$ cat config.mk
export PLATFORM = sky130hd
export DESIGN_NAME = div_unit
export DESIGN_NICKNAME = d
export VERILOG_FILES = /design/src/rtl/div_unit_pkg.sv /design/src/rtl/div_unit.sv
export SDC_FILE = /design/constraint.sdc
export NUM_CORES = 1
export LEC_CHECK = 0
export ABC_AREA = 1
export BUFFER_PORTS_ARGS = -buffer_cell sky130_fd_sc_hd__buf_4
export CORE_ASPECT_RATIO = 0.8
export CORE_MARGIN = 1.5
export CORE_UTILIZATION = 60
export CTS_CLUSTER_DIAMETER = 40
export CTS_CLUSTER_SIZE = 10
export DETAILED_ROUTE_END_ITERATION = 7
export PLACE_DENSITY_LB_ADDON = 0.05
export SKIP_CTS_REPAIR_TIMING = 1
export SKIP_LAST_GASP = 1
export SLEW_MARGIN = 25
export SYNTH_ARGS = -nofsm -noshare
export SYNTH_HDL_FRONTEND = slang
export SYNTH_SLANG_ARGS = --single-unit
$ cat constraint.sdc
create_clock -name clk -period 4.2 [get_ports clk]
set_input_delay 0.42 -clock clk [delete_from_list [all_inputs] [get_ports clk]]
set_output_delay 0.42 -clock clk [all_outputs]
set_load 0.1 [all_outputs]
$ cat src/rtl/div_unit_pkg.sv
// Shared types and constants for the DIV/DIVU engine and its HI/LO write path.
package div_unit_pkg;

   typedef logic [31:0] reg_data_t;

   localparam logic REG_ENABLE  = 1'b1;
   localparam logic REG_DISABLE = 1'b0;

   typedef struct packed {
      logic      en;
      reg_data_t hi;
      reg_data_t lo;
   } hilo_t;

   typedef enum logic [1:0] {
      DIV_IDLE,
      DIV_ZERO,
      DIV_ON,
      DIV_END
   } div_state_t;

   localparam int        DIV_CYCLES    = 32;
   localparam reg_data_t DIV_ZERO_QUOT = 32'hFFFF_FFFF;

endpackage : div_unit_pkg

$ cat src/rtl/div_unit.sv
// Radix-2 restoring DIV/DIVU engine: one quotient bit per cycle, quotient to LO, remainder to HI.
// Optional feature macro: DIV_ANNUL_EN (annul_i cancels an in-flight operation).
module div_unit
   import div_unit_pkg::*;
#(
   parameter int DATA_W = 32
) (
   input  logic              clk,
   input  logic              rst,
   input  logic              start_i,
   input  logic              signed_i,
   input  logic [DATA_W-1:0] dividend_i,
   input  logic [DATA_W-1:0] divisor_i,
   input  logic              annul_i,
   output logic              busy_o,
   output logic              ready_o,
   output hilo_t             hilo_o
);

   div_state_t        state_q, state_d;
   logic [4:0]        cnt_q, cnt_d;
   logic [DATA_W-1:0] hi_q, hi_d;
   logic [DATA_W-1:0] lo_q, lo_d;
   // dvd shifts dividend bits out of the top while quotient bits enter at the bottom
   logic [DATA_W-1:0] dvd_q, dvd_d;
   logic [DATA_W-1:0] dvs_q, dvs_d;
   logic [DATA_W-1:0] rem_q, rem_d;
   logic              neg_quot_q, neg_quot_d;
   logic              neg_rem_q, neg_rem_d;

   logic              annul_w;
   logic [DATA_W:0]   shifted;
   logic [DATA_W:0]   trial;
   logic [DATA_W-1:0] rem_nxt;
   logic [DATA_W-1:0] quot_nxt;

`ifdef DIV_ANNUL_EN
   assign annul_w = annul_i;
`else
   logic unused_annul;
   assign unused_annul = annul_i;
   assign annul_w      = 1'b0;
`endif

   function automatic reg_data_t abs_val(input reg_data_t v);
      return v[31] ? (~v + 32'd1) : v;
   endfunction

   function automatic reg_data_t sign_fix(input reg_data_t v, input logic neg);
      return neg ? (~v + 32'd1) : v;
   endfunction

   always_comb begin
      shifted  = {rem_q, dvd_q[DATA_W-1]};
      trial    = shifted - {1'b0, dvs_q};
      rem_nxt  = trial[DATA_W] ? shifted[DATA_W-1:0] : trial[DATA_W-1:0];
      quot_nxt = {dvd_q[DATA_W-2:0], ~trial[DATA_W]};
   end

   always_comb begin
      state_d    = state_q;
      cnt_d      = cnt_q;
      hi_d       = hi_q;
      lo_d       = lo_q;
      dvd_d      = dvd_q;
      dvs_d      = dvs_q;
      rem_d      = rem_q;
      neg_quot_d = neg_quot_q;
      neg_rem_d  = neg_rem_q;

      case (state_q)
         DIV_IDLE: begin
            if (start_i && !annul_w) begin
               neg_quot_d = signed_i & (dividend_i[DATA_W-1] ^ divisor_i[DATA_W-1]);
               neg_rem_d  = signed_i & dividend_i[DATA_W-1];
               dvs_d      = signed_i ? abs_val(divisor_i) : divisor_i;
               rem_d      = '0;
               cnt_d      = '0;
               if (divisor_i == '0) begin
                  // raw operand kept: it becomes HI unchanged
                  dvd_d   = dividend_i;
                  state_d = DIV_ZERO;
               end else begin
                  dvd_d   = signed_i ? abs_val(dividend_i) : dividend_i;
                  state_d = DIV_ON;
               end
            end
         end
         DIV_ZERO: begin
            if (annul_w) begin
               state_d = DIV_IDLE;
            end else begin
               lo_d    = DIV_ZERO_QUOT;
               hi_d    = dvd_q;
               state_d = DIV_END;
            end
         end
         DIV_ON: begin
            if (annul_w) begin
               state_d = DIV_IDLE;
            end else begin
               rem_d = rem_nxt;
               dvd_d = quot_nxt;
               if (cnt_q == 5'(DIV_CYCLES - 1)) begin
                  lo_d    = sign_fix(quot_nxt, neg_quot_q);
                  hi_d    = sign_fix(rem_nxt, neg_rem_q);
                  cnt_d   = '0;
                  state_d = DIV_END;
               end else begin
                  cnt_d = cnt_q + 5'd1;
               end
            end
         end
         DIV_END: begin
            state_d = DIV_IDLE;
         end
         default: begin
            state_d = DIV_IDLE;
         end
      endcase
   end

   always_ff @(posedge clk) begin
      if (rst) begin
         state_q <= DIV_IDLE;
         cnt_q   <= '0;
         hi_q    <= '0;
         lo_q    <= '0;
      end else begin
         state_q <= state_d;
         cnt_q   <= cnt_d;
         hi_q    <= hi_d;
         lo_q    <= lo_d;
      end
   end

   // operand/iteration datapath needs no reset: always loaded at accept
   always_ff @(posedge clk) begin
      dvd_q      <= dvd_d;
      dvs_q      <= dvs_d;
      rem_q      <= rem_d;
      neg_quot_q <= neg_quot_d;
      neg_rem_q  <= neg_rem_d;
   end

   assign busy_o    = (state_q == DIV_ON) || (state_q == DIV_ZERO);
   assign ready_o   = (state_q == DIV_END);
   assign hilo_o.en = (state_q == DIV_END) ? REG_ENABLE : REG_DISABLE;
   assign hilo_o.hi = hi_q;
   assign hilo_o.lo = lo_q;

endmodule : div_unit

==> results of run 1 <==
==> state kept, by name, summed over array words and instances, names as in the netlist, 2 cells and up <==
signal,count
state_q,2
lo_q,32
cnt_q,5
rem_q,32
dvs_q,32
dvd_q,32
hi_q,32
==> cell type report <==
class / instances / area, sq um
tap: 269 / 337
clock inverter: 14 / 141
sequential: 169 / 4360
fill: 1810 / 6240
antenna: 1 / 2.50
multi-input combinational: 1350 / 6830
inverter: 291 / 1090
clock buffer: 18 / 429
timing repair buffer: 152 / 1140
==> stage by stage <==
| stage | cells | setup WS [ps] | utilization (%) |
|---|---|---|---|
| detailed placement | 2230 | 137 | 66.8 |
| floorplan | 1865 | 360 | - |
| global route | 2263 | -2.90 | 69.6 |
| CTS | 2262 | 50.7 | 69.5 |
| finish | 2264 | 321 | 69.7 |
| global placement | 2230 | 263 | 66.8 |
==> worst register-to-register path: stages (launching register included) <==
cell,delay (ps)
edfxtp_1,380
inv_1,50
ha_1,230
fa_1,390
inv_1,80
nand2_1,70
nand2_1,100
nand3_1,100
nand2_2,120
nand2_1,70
nand2_2,80
nand2_4,70
nand2_4,80
nand2_2,80
nand2_2,90
buf_4,390
nand2_1,110
nand2_1,170
nand2_1,120
nor2_2,210
nand2_1,120
nor2_2,190
nand2_1,110
nand2_1,70
nand2_1,50
nor2_1,170
nor2_1,60
==> cells by family (layout without fill, tap and decap cells) <==
logic type / Yosys count / in the layout / synth area share (%)
other: 0 / 1 / 0
adder cells (fa/ha/maj): 43 / 43 / 4.36
AO/OA/AOI/OAI: 321 / 321 / 14.5
AND/OR/NAND/NOR: 923 / 923 / 31.2
flip-flops: 169 / 169 / 34.9
buffers and inverters: 346 / 475 / 10.8
XOR/XNOR: 63 / 63 / 4.41
==> cells in the mapped netlist, types with 10 or more instances <==
| cell | n |
|---|---|
| a21oi_1 | 113 |
| a31oi_1 | 17 |
| clkbuf_1 | 38 |
| dfxtp_1 | 71 |
| edfxtp_1 | 98 |
| ha_1 | 42 |
| inv_1 | 282 |
| nand2_1 | 481 |
| nand3_1 | 97 |
| nand3b_1 | 11 |
| nand4_1 | 18 |
| nor2_1 | 231 |
| nor3_1 | 28 |
| nor4_1 | 16 |
| o211ai_1 | 14 |
| o21ai_0 | 124 |
| o21ai_1 | 10 |
| o21bai_1 | 11 |
| xnor2_1 | 32 |
| xor2_1 | 31 |
==> how the worst min path moves through the flow <==
stage               cells past startpoint        to
global placement                        2  cnt_q[4]
finish                                  1  dvs_q[0]
CTS                                     1  dvs_q[0]
floorplan                               2  cnt_q[4]
global route                            1  dvs_q[0]
detailed placement                      2  hi_q[28]
==> layer usage <==
layer / global-route usage [%] / wire length, microns / part of all wire (%)
met1: 55.9 / 18300 / 46
met2: 53.2 / 16700 / 42
met3: 8.12 / 4210 / 11
met4: 8.61 / 701 / 1.8
met5: 0 / 0 / 0
==> results_dict.tcl, run 1 <==
set metrics [dict create \
    grt_max_degree 85 \
    clkLatencyLatePin_ps 440 \
    fin_area_sq_mm 0.0143 \
    gp_congestion 0.993 \
    initial_core_util_pct 60.8 \
    timing.hold.ws_ps 194 \
    cts_tree "done" \
    overflow 0 \
    crit_cells 26 \
    finClkSkew_ps 12.8 \
    async_flop_share_pct 0 \
    hpwl_mm 30.7 \
    layout_common_cells "480 x nand2_1, 279 x inv_1, 230 x nor2_1" \
    relSlewSlack_pct 30.4 \
    grt_pass1_vias 11602 \
    firstDrtPassIters 8 \
    r2r_end "hi_q[31]" \
    end_kind "flop" \
    crit_path_max_fanout 39 \
    finalCriticalPeriod_ps 3880 \
    nNetsFinal 2093 \
    fin_tns_setup_ps 0 \
    worst_ep_required_time_ps 4530 \
    die_x_microns 164 \
    timing.rr.start "dvd_q[31]" \
    io_pins 136 \
    synth_top_flop_cell "edfxtp_1" \
    layout-drive-gt1-share_pct 12.1 \
    rr_worst_depth 26 \
    cts.htree.levels 4 \
    synth_area_sq_mm 0.0125 \
    drt_iter0_drc 1732 \
    status "finished, final reports clean" \
    hp-class "in2reg" \
    finalSetupViolCount 0 \
    synth.net_count 1977 \
    slowest_stage "fa_1" \
    root_buffer "clkbuf_16" \
    rows 47 \
    hold_violations 0 \
    route.detailed.drc 0 \
    via_per_inst 5.76 \
    cpPeakStageDelay_ps 390 \
    ys_seq_area_share_pct 34.9 \
    syn_area_per_cell_sq_um 6.71 \
    critPathBufInv 3 \
    die-area_sq_mm 0.0217 \
    cts.sinks 169 \
    fmax_ghz 0.258 \
    ys_types 50 \
    track_usage_pct 36.9 \
    die_y_microns 132 \
    place_area_sq_mm 0.0137 \
    path_class "reg2reg" \
    synth-seq-cells 169 \
    yosysTopAreaCell "edfxtp_1" \
    finalMaxSlewViolations 0 \
    grt_pass1_wl_mm 61.8 \
    setup.worst_path.end "hi_q[31]" \
    io_buffer_count 134 \
    netlist.area_leader.share_pct 23.5 \
    post_drt_wl_per_cell_microns 17.6 \
    syn2layout_area_growth_pct 14.6 \
    wl_mm 39.9 \
    ant_nets 0 \
    yosys_warnings 0 \
    start_kind "flop" \
    r2r_slack_ps 320 \
    crit_top_cell "nand2_1" \
    cp_data_arrival_time_ps 4210 \
    postSynthCellCount 1865 \
    drv_cap 0 \
    core_sq_mm 0.0206 \
    final_common_cell "nand2_1" \
    cts_buffer_depth 2 \
    worstMarginPinSlew_ps 1040 \
    clkTransAtPathRegs_ps 70 \
    synthTopCellsByArea "edfxtp_1 24%, nand2_1 14%, dfxtp_1 11%, inv_1 8.5%, nor2_1 6.9%" \
    period_share_pct 92.4 \
    vias 13044 \
    numCtsBuffers 17 \
    antenna_found_initial 1 \
    synth_edf_count 98 \
    cp-startpoint "dvd_q[31]" \
    hp-start "divisor_i[0]" \
    path_delay_family "simple AND/OR/NAND/NOR gates" \
]
Power of run 1 is not shown: default switching activity piles up to over one toggle a cycle in this logic, so the estimate is an artifact.
==> run 2: changes to the inputs <==
--- a/config.mk
+++ b/config.mk
@@ -6,7 +6,7 @@
 export NUM_CORES = 1
 export LEC_CHECK = 0
 export ABC_AREA = 1
-export BUFFER_PORTS_ARGS = -buffer_cell sky130_fd_sc_hd__buf_4
+export BUFFER_PORTS_ARGS = -buffer_cell sky130_fd_sc_hd__buf_2
 export CORE_ASPECT_RATIO = 0.8
 export CORE_MARGIN = 1.5
 export CORE_UTILIZATION = 60
@@ -16,7 +16,6 @@
 export PLACE_DENSITY_LB_ADDON = 0.05
 export SKIP_CTS_REPAIR_TIMING = 1
 export SKIP_LAST_GASP = 1
-export SLEW_MARGIN = 25
 export SYNTH_ARGS = -nofsm -noshare
 export SYNTH_HDL_FRONTEND = slang
 export SYNTH_SLANG_ARGS = --single-unit
==> run 2 against run 1 <==
  * Cell count about the same
  * Design area down 1.7%
  * Die area unchanged
  * Count of clock-buffer cells in the layout up 2
  * Hold slack better by 28 ps
  * Utilization down 1.2 points
  * Sequential cell count unchanged
  * First-iteration DRC count down 12%
  * Non-clock buffer count up 3
  * Via count down 0.97%
  * Critical path depth up 2
  * Global-route usage down 0.52 points
==> results_dict.tcl, run 2 (same netlist as run 1, synthesis figures left out) <==
set metrics [dict create \
    status "finished, final reports clean" \
    rows 47 \
    hold_violations 0 \
    nNetsFinal 2096 \
    firstDrtPassIters 6 \
    path_class "reg2reg" \
    worstMarginPinSlew_ps 907 \
    drv_cap 0 \
    layout-drive-gt1-share_pct 12.5 \
    cts.htree.levels 4 \
    core_sq_mm 0.0206 \
    post-route-util_pct 68.5 \
    post_drt_wl_per_cell_microns 17.3 \
    grt_pass1_wl_mm 60.3 \
    numCtsBuffers 17 \
    crit_top_cell "nand2_1" \
    antennaDiodeCount 0 \
    io_buffer_count 134 \
    root_buffer "clkbuf_16" \
    r2r_slack_ps 240 \
    cts.sinks 169 \
    setup.worst_path.end "lo_q[30]" \
    r2r_end "lo_q[30]" \
    cpPeakStageDelay_ps 390 \
    overflow 0 \
    relSlewSlack_pct 39.5 \
    drt_iter0_drc 1532 \
    initial_core_util_pct 60.8 \
    track_usage_pct 36.4 \
    die-area_sq_mm 0.0217 \
    rsz0062_at_grt "true" \
    finClkSkew_ps 14.5 \
    via_per_inst 5.70 \
    wl_mm 39.3 \
    fill_cells 1886 \
    hpwl_mm 30.8 \
    cts_buffer_depth 2 \
    final_common_cell "nand2_1" \
    timing.rr.start "dvd_q[31]" \
    fmax_ghz 0.252 \
    crit_path_max_fanout 4 \
    grt_max_degree 85 \
    antenna_found_initial 1 \
    end_kind "flop" \
    finalMaxSlewViolations 0 \
    finalCriticalPeriod_ps 3960 \
    start_kind "flop" \
    worst_ep_required_time_ps 4530 \
    syn2layout_area_growth_pct 12.7 \
    gp_congestion 0.976 \
    io_pins 136 \
    route.detailed.drc 0 \
    hp-class "in2reg" \
    period_share_pct 94.4 \
    clkLatencyLatePin_ps 440 \
    die_x_microns 164 \
    slowest_stage "edfxtp_1" \
    die_y_microns 132 \
    layout_common_cells "480 x nand2_1, 279 x inv_1, 229 x nor2_1" \
    ant_nets 0 \
    clkTransAtPathRegs_ps 70 \
    cp-startpoint "dvd_q[31]" \
    rr_worst_depth 28 \
    cts_tree "done" \
    cp_data_arrival_time_ps 4300 \
    grt_pass1_vias 11349 \
    finalSetupViolCount 0 \
    vias 12918 \
]
==> run 2: changes by cell type in the layout (fill, tap and decap cells not counted), moves of 2 or more <==
cell,previous run,this run
clkbuf_8,0,3
clkinv_2,3,1
buf_2,0,134
buf_4,152,19
==> run 2: worst min-delay path by stage <==
stage                            start  endpoint  slack [ps]  cells past startpoint
final                     divisor_i[0]  dvs_q[0]         220                      1
after detailed placement      hi_q[28]  hi_q[28]         460                      2
after global placement        hi_q[10]  hi_q[10]         450                      2
after global routing      divisor_i[0]  dvs_q[0]         220                      1
after floorplan               cnt_q[4]  cnt_q[4]         450                      2
after CTS                 divisor_i[0]  dvs_q[0]         210                      1
==> run 2: layout make-up <==
| type | count | area, sq um | area share [%] |
|---|---|---|---|
| clock buffer | 20 | 467 | 3.31 |
| clock inverter | 12 | 154 | 1.09 |
| inverter | 291 | 1090 | 7.75 |
| multi-input combinational | 1350 | 6840 | 48.5 |
| sequential | 169 | 4360 | 31.0 |
| tap | 269 | 337 | 2.39 |
| timing repair buffer | 155 | 845 | 5.99 |
==> run 2: stage by stage <==
stage | area (sq um) | hold slack, ps | instances | TNS [ps] | setup slack [ps]
5_1_grt | 14100 | 219 | 2266 | -38.9 | -38.9
3_3_place_gp | 13400 | 454 | 2230 | 0 | 222
2_1_floorplan | 12500 | 450 | 1865 | 0 | 360
4_1_cts | 14000 | 212 | 2262 | -4.31 | -4.31
3_5_place_dp | 13400 | 463 | 2230 | 0 | 20.2
6_report | 14100 | 222 | 2266 | 0 | 236
==> run 2: critical path, delay by kind of cell (launching register included) <==
| family | cells | cell delay, ps |
|---|---|---|
| buffers and inverters | 5 | 430 |
| AO/OA/AOI/OAI | 6 | 830 |
| adder cells (fa/ha/maj) | 3 | 790 |
| AND/OR/NAND/NOR | 14 | 1440 |
| flip-flops | 1 | 390 |
==> run 2: routing by layer <==
| metal | track usage (%) | vias to the layer above | wire, microns | part of all wire [%] |
|---|---|---|---|---|
| met5 | 0 | - | 10 | 0.025 |
| met4 | 9.61 | 2 | 709 | 1.8 |
| met3 | 7.93 | 51 | 4430 | 11 |
| met2 | 51.8 | 657 | 16300 | 42 |
| met1 | 55.4 | 5908 | 17800 | 45 |
| li1 | - | 6300 | - | - |
Power of run 2 is left out for the same reason.
==> run 3: changes to the inputs <==
--- a/config.mk
+++ b/config.mk
@@ -5,9 +5,8 @@
 export SDC_FILE = /design/constraint.sdc
 export NUM_CORES = 1
 export LEC_CHECK = 0
-export ABC_AREA = 1
 export BUFFER_PORTS_ARGS = -buffer_cell sky130_fd_sc_hd__buf_2
-export CORE_ASPECT_RATIO = 0.8
+export CORE_ASPECT_RATIO = 1.25
 export CORE_MARGIN = 1.5
 export CORE_UTILIZATION = 60
 export CTS_CLUSTER_DIAMETER = 40
==> run 3 against run 2 <==
  * Count of clock-buffer cells in the layout down 2
  * Utilization up 4.3 points
  * Hold slack got worse by 26 ps
  * Critical endpoint is now hi_q[22]
  * Critical path depth decreased by 15
==> results_dict.tcl, run 3 <==
set metrics [dict create \
    status "finished, final reports clean" \
    antennaDiodeCount 0 \
    synth_area_sq_mm 0.0119 \
    finClkSkew_ps 10.8 \
    finalMaxSlewViolations 0 \
    synth_edf_count 98 \
    wl_mm 34.0 \
    cts.htree.levels 4 \
    syn2layout_area_growth_pct 18.9 \
    synthSimpleGateAreaFrac_pct 18.4 \
    rows 57 \
    ant_nets 0 \
    synth-adder-area-share_pct 4.57 \
    synthTopCellsByCount "164 x nor2_1, 113 x nand2_1, 98 x edfxtp_1, 98 x o21ai_0, 94 x a21oi_1" \
    clkLatencyLatePin_ps 440 \
    ys_seq_area_share_pct 36.6 \
    track_usage_pct 33.5 \
    r2r_slack_ps 130 \
    min_path_cells 1 \
    multi_input_area_sq_mm 0.00728 \
    hpwl_mm 25.4 \
    numCtsBuffers 17 \
    synth-seq-cells 169 \
    yosysMostFrequentCell "nor2_1" \
    cts.sinks 169 \
    final_common_cell "nor2_1" \
    route.detailed.drc 0 \
    firstDrtPassIters 5 \
    antenna_found_initial 0 \
    syn_area_per_cell_sq_um 8.66 \
    synth_top_family_by_area "compound AO/OA/AOI/OAI gates" \
    cts_buffer_depth 2 \
    synth_top_flop_cell "edfxtp_1" \
    yosysTopAreaCell "edfxtp_1" \
    end_kind "flop" \
    layout-drive-gt1-share_pct 21.6 \
    worstMarginPinSlew_ps 1040 \
    netlist.area_leader.share_pct 24.7 \
    fill_cells 1578 \
    root_buffer "clkbuf_16" \
    postSynthCellCount 1377 \
    die-area_sq_mm 0.0207 \
    layout_common_cells "163 x nor2_1, 134 x buf_2, 111 x nand2_1" \
    initial_core_util_pct 61.2 \
    grt_pass1_wl_mm 53.9 \
    io_pins 136 \
    clkTransAtPathRegs_ps 70 \
    die_y_microns 161 \
    cp_data_arrival_time_ps 4350 \
    start_kind "flop" \
    post_drt_wl_per_cell_microns 18.7 \
    cp_cell_sequence "ha_2 > nand2_1 > a2111oi_4 > o21a_1 > o211ai_1 > a21oi_2 > nor2_8 > buf_16 > mux2_4 > or4_4 > nor4b_4 > mux2i_1 > a31oi_1" \
    hp-class "in2reg" \
    grt_max_degree 73 \
    finalSetupViolCount 0 \
    muxShareOfSynthArea_pct 4.07 \
    relSlewSlack_pct 30.8 \
    cpPeakStageDelay_ps 620 \
    ys_types 82 \
    drt_iter0_drc 783 \
    synth.net_count 1489 \
    grt_pass1_vias 10578 \
    hp-start "divisor_i[0]" \
    fin_ws_ps 131 \
    crit_path_max_fanout 21 \
    synth-compound-area-share_pct 22.0 \
    gp_congestion 0.901 \
    io_buffer_count 134 \
    path_class "reg2reg" \
    hold_violations 0 \
    finalCriticalPeriod_ps 4070 \
    yosys_warnings 0 \
    synth_xor_area_share_pct 9.47 \
    rr_worst_depth 13 \
    vias 11019 \
    core_sq_mm 0.0195 \
    drv_cap 0 \
    fmax_ghz 0.246 \
    cp-startpoint "rem_q[8]" \
    pre_cts_ws_ps 8.80 \
    slowest_stage "or4_4" \
    via_per_inst 6.06 \
    timing.rr.start "rem_q[8]" \
    seqCellArea_sq_mm 0.00436 \
    synthTopCellsByArea "edfxtp_1 25%, dfxtp_1 12%, xor2_1 5.2%, nor2_1 5.2%, ha_1 4.4%" \
    die_x_microns 129 \
    hold_end "dvs_q[0]" \
    async_flop_share_pct 0 \
    rsz0062_at_grt "true" \
    r2r_end "hi_q[22]" \
    period_share_pct 96.9 \
    nNetsFinal 1653 \
    cts_tree "done" \
    overflow 0 \
    worst_ep_required_time_ps 4480 \
]
run 3: cell types whose count changed in the layout (fill, tap and decap cells not counted), moves of 14 or more:
| cell | change |
|---|---|
| or3_1 | +22 |
| a21oi_1 | -27 |
| buf_4 | +67 |
| o21ai_0 | -25 |
| xnor2_1 | +26 |
| nor2_1 | -66 |
| xor2_1 | +40 |
| o31ai_1 | +25 |
| nand3_1 | -83 |
| a211oi_1 | +46 |
| inv_1 | -223 |
| or4_1 | +14 |
| nand2_1 | -369 |
| mux2i_1 | +38 |
run 3: final cells by class:
class	instances	area share [%]
Sequential cell	169	30.8
Clock buffer	18	3.18
Inverter	61	1.65
Clock inverter	14	1.06
Multi-Input combinational cell	1070	51.4
Tap cell	265	2.34
Timing Repair Buffer	222	9.65
run 3: per-stage QoR:
stage	instances	util [%]	hold slack (ps)	area [sq um]	setup TNS, ps
6_report	1819	72.8	196	14200	0
5_1_grt	1819	72.8	205	14200	-492
4_1_cts	1808	71.1	188	13800	-203
3_5_place_dp	1776	68.0	460	13200	0
3_3_place_gp	1776	68.0	456	13200	0
2_1_floorplan	1377	-	453	12000	0
run 3: how the worst max path moves through the flow:
| stage | to | slack [ps] |
|---|---|---|
| after floorplan | hi_q[30] | 2 |
| after global placement | hi_q[22] | 90 |
| after detailed placement | hi_q[22] | 9 |
| after CTS | hi_q[22] | -50 |
| after global routing | hi_q[22] | -110 |
| final | hi_q[22] | 130 |
run 3: layer usage:
layer	vias up	GRT usage (%)	part of all wire, %
met2	376	55.2	48
met5	-	0	0
met3	80	5.63	6.1
met1	5195	41.7	41
li1	5368	-	-
met4	0	18.0	5.3
run 3: cells by family (layout without fill, tap and decap cells):
kind of cell	count (synthesis)	in the layout
muxes	47	47
adders and majority gates	43	43
AOI/OAI and AO/OA	394	394
and+or+nand+nor	457	457
buffers and inverters	138	315
DFF	169	169
xor gates and xnor gates	129	129
run 3: critical path: cells and delay by family, from the launching register on:
kind	cells	cell delay [ps]
buffers and inverters	1	190
and+or+nand+nor	4	1150
DFF	1	460
adders and majority gates	1	430
muxes	2	570
AOI/OAI and AO/OA	5	1120
Power of run 3 is left out for the same reason.
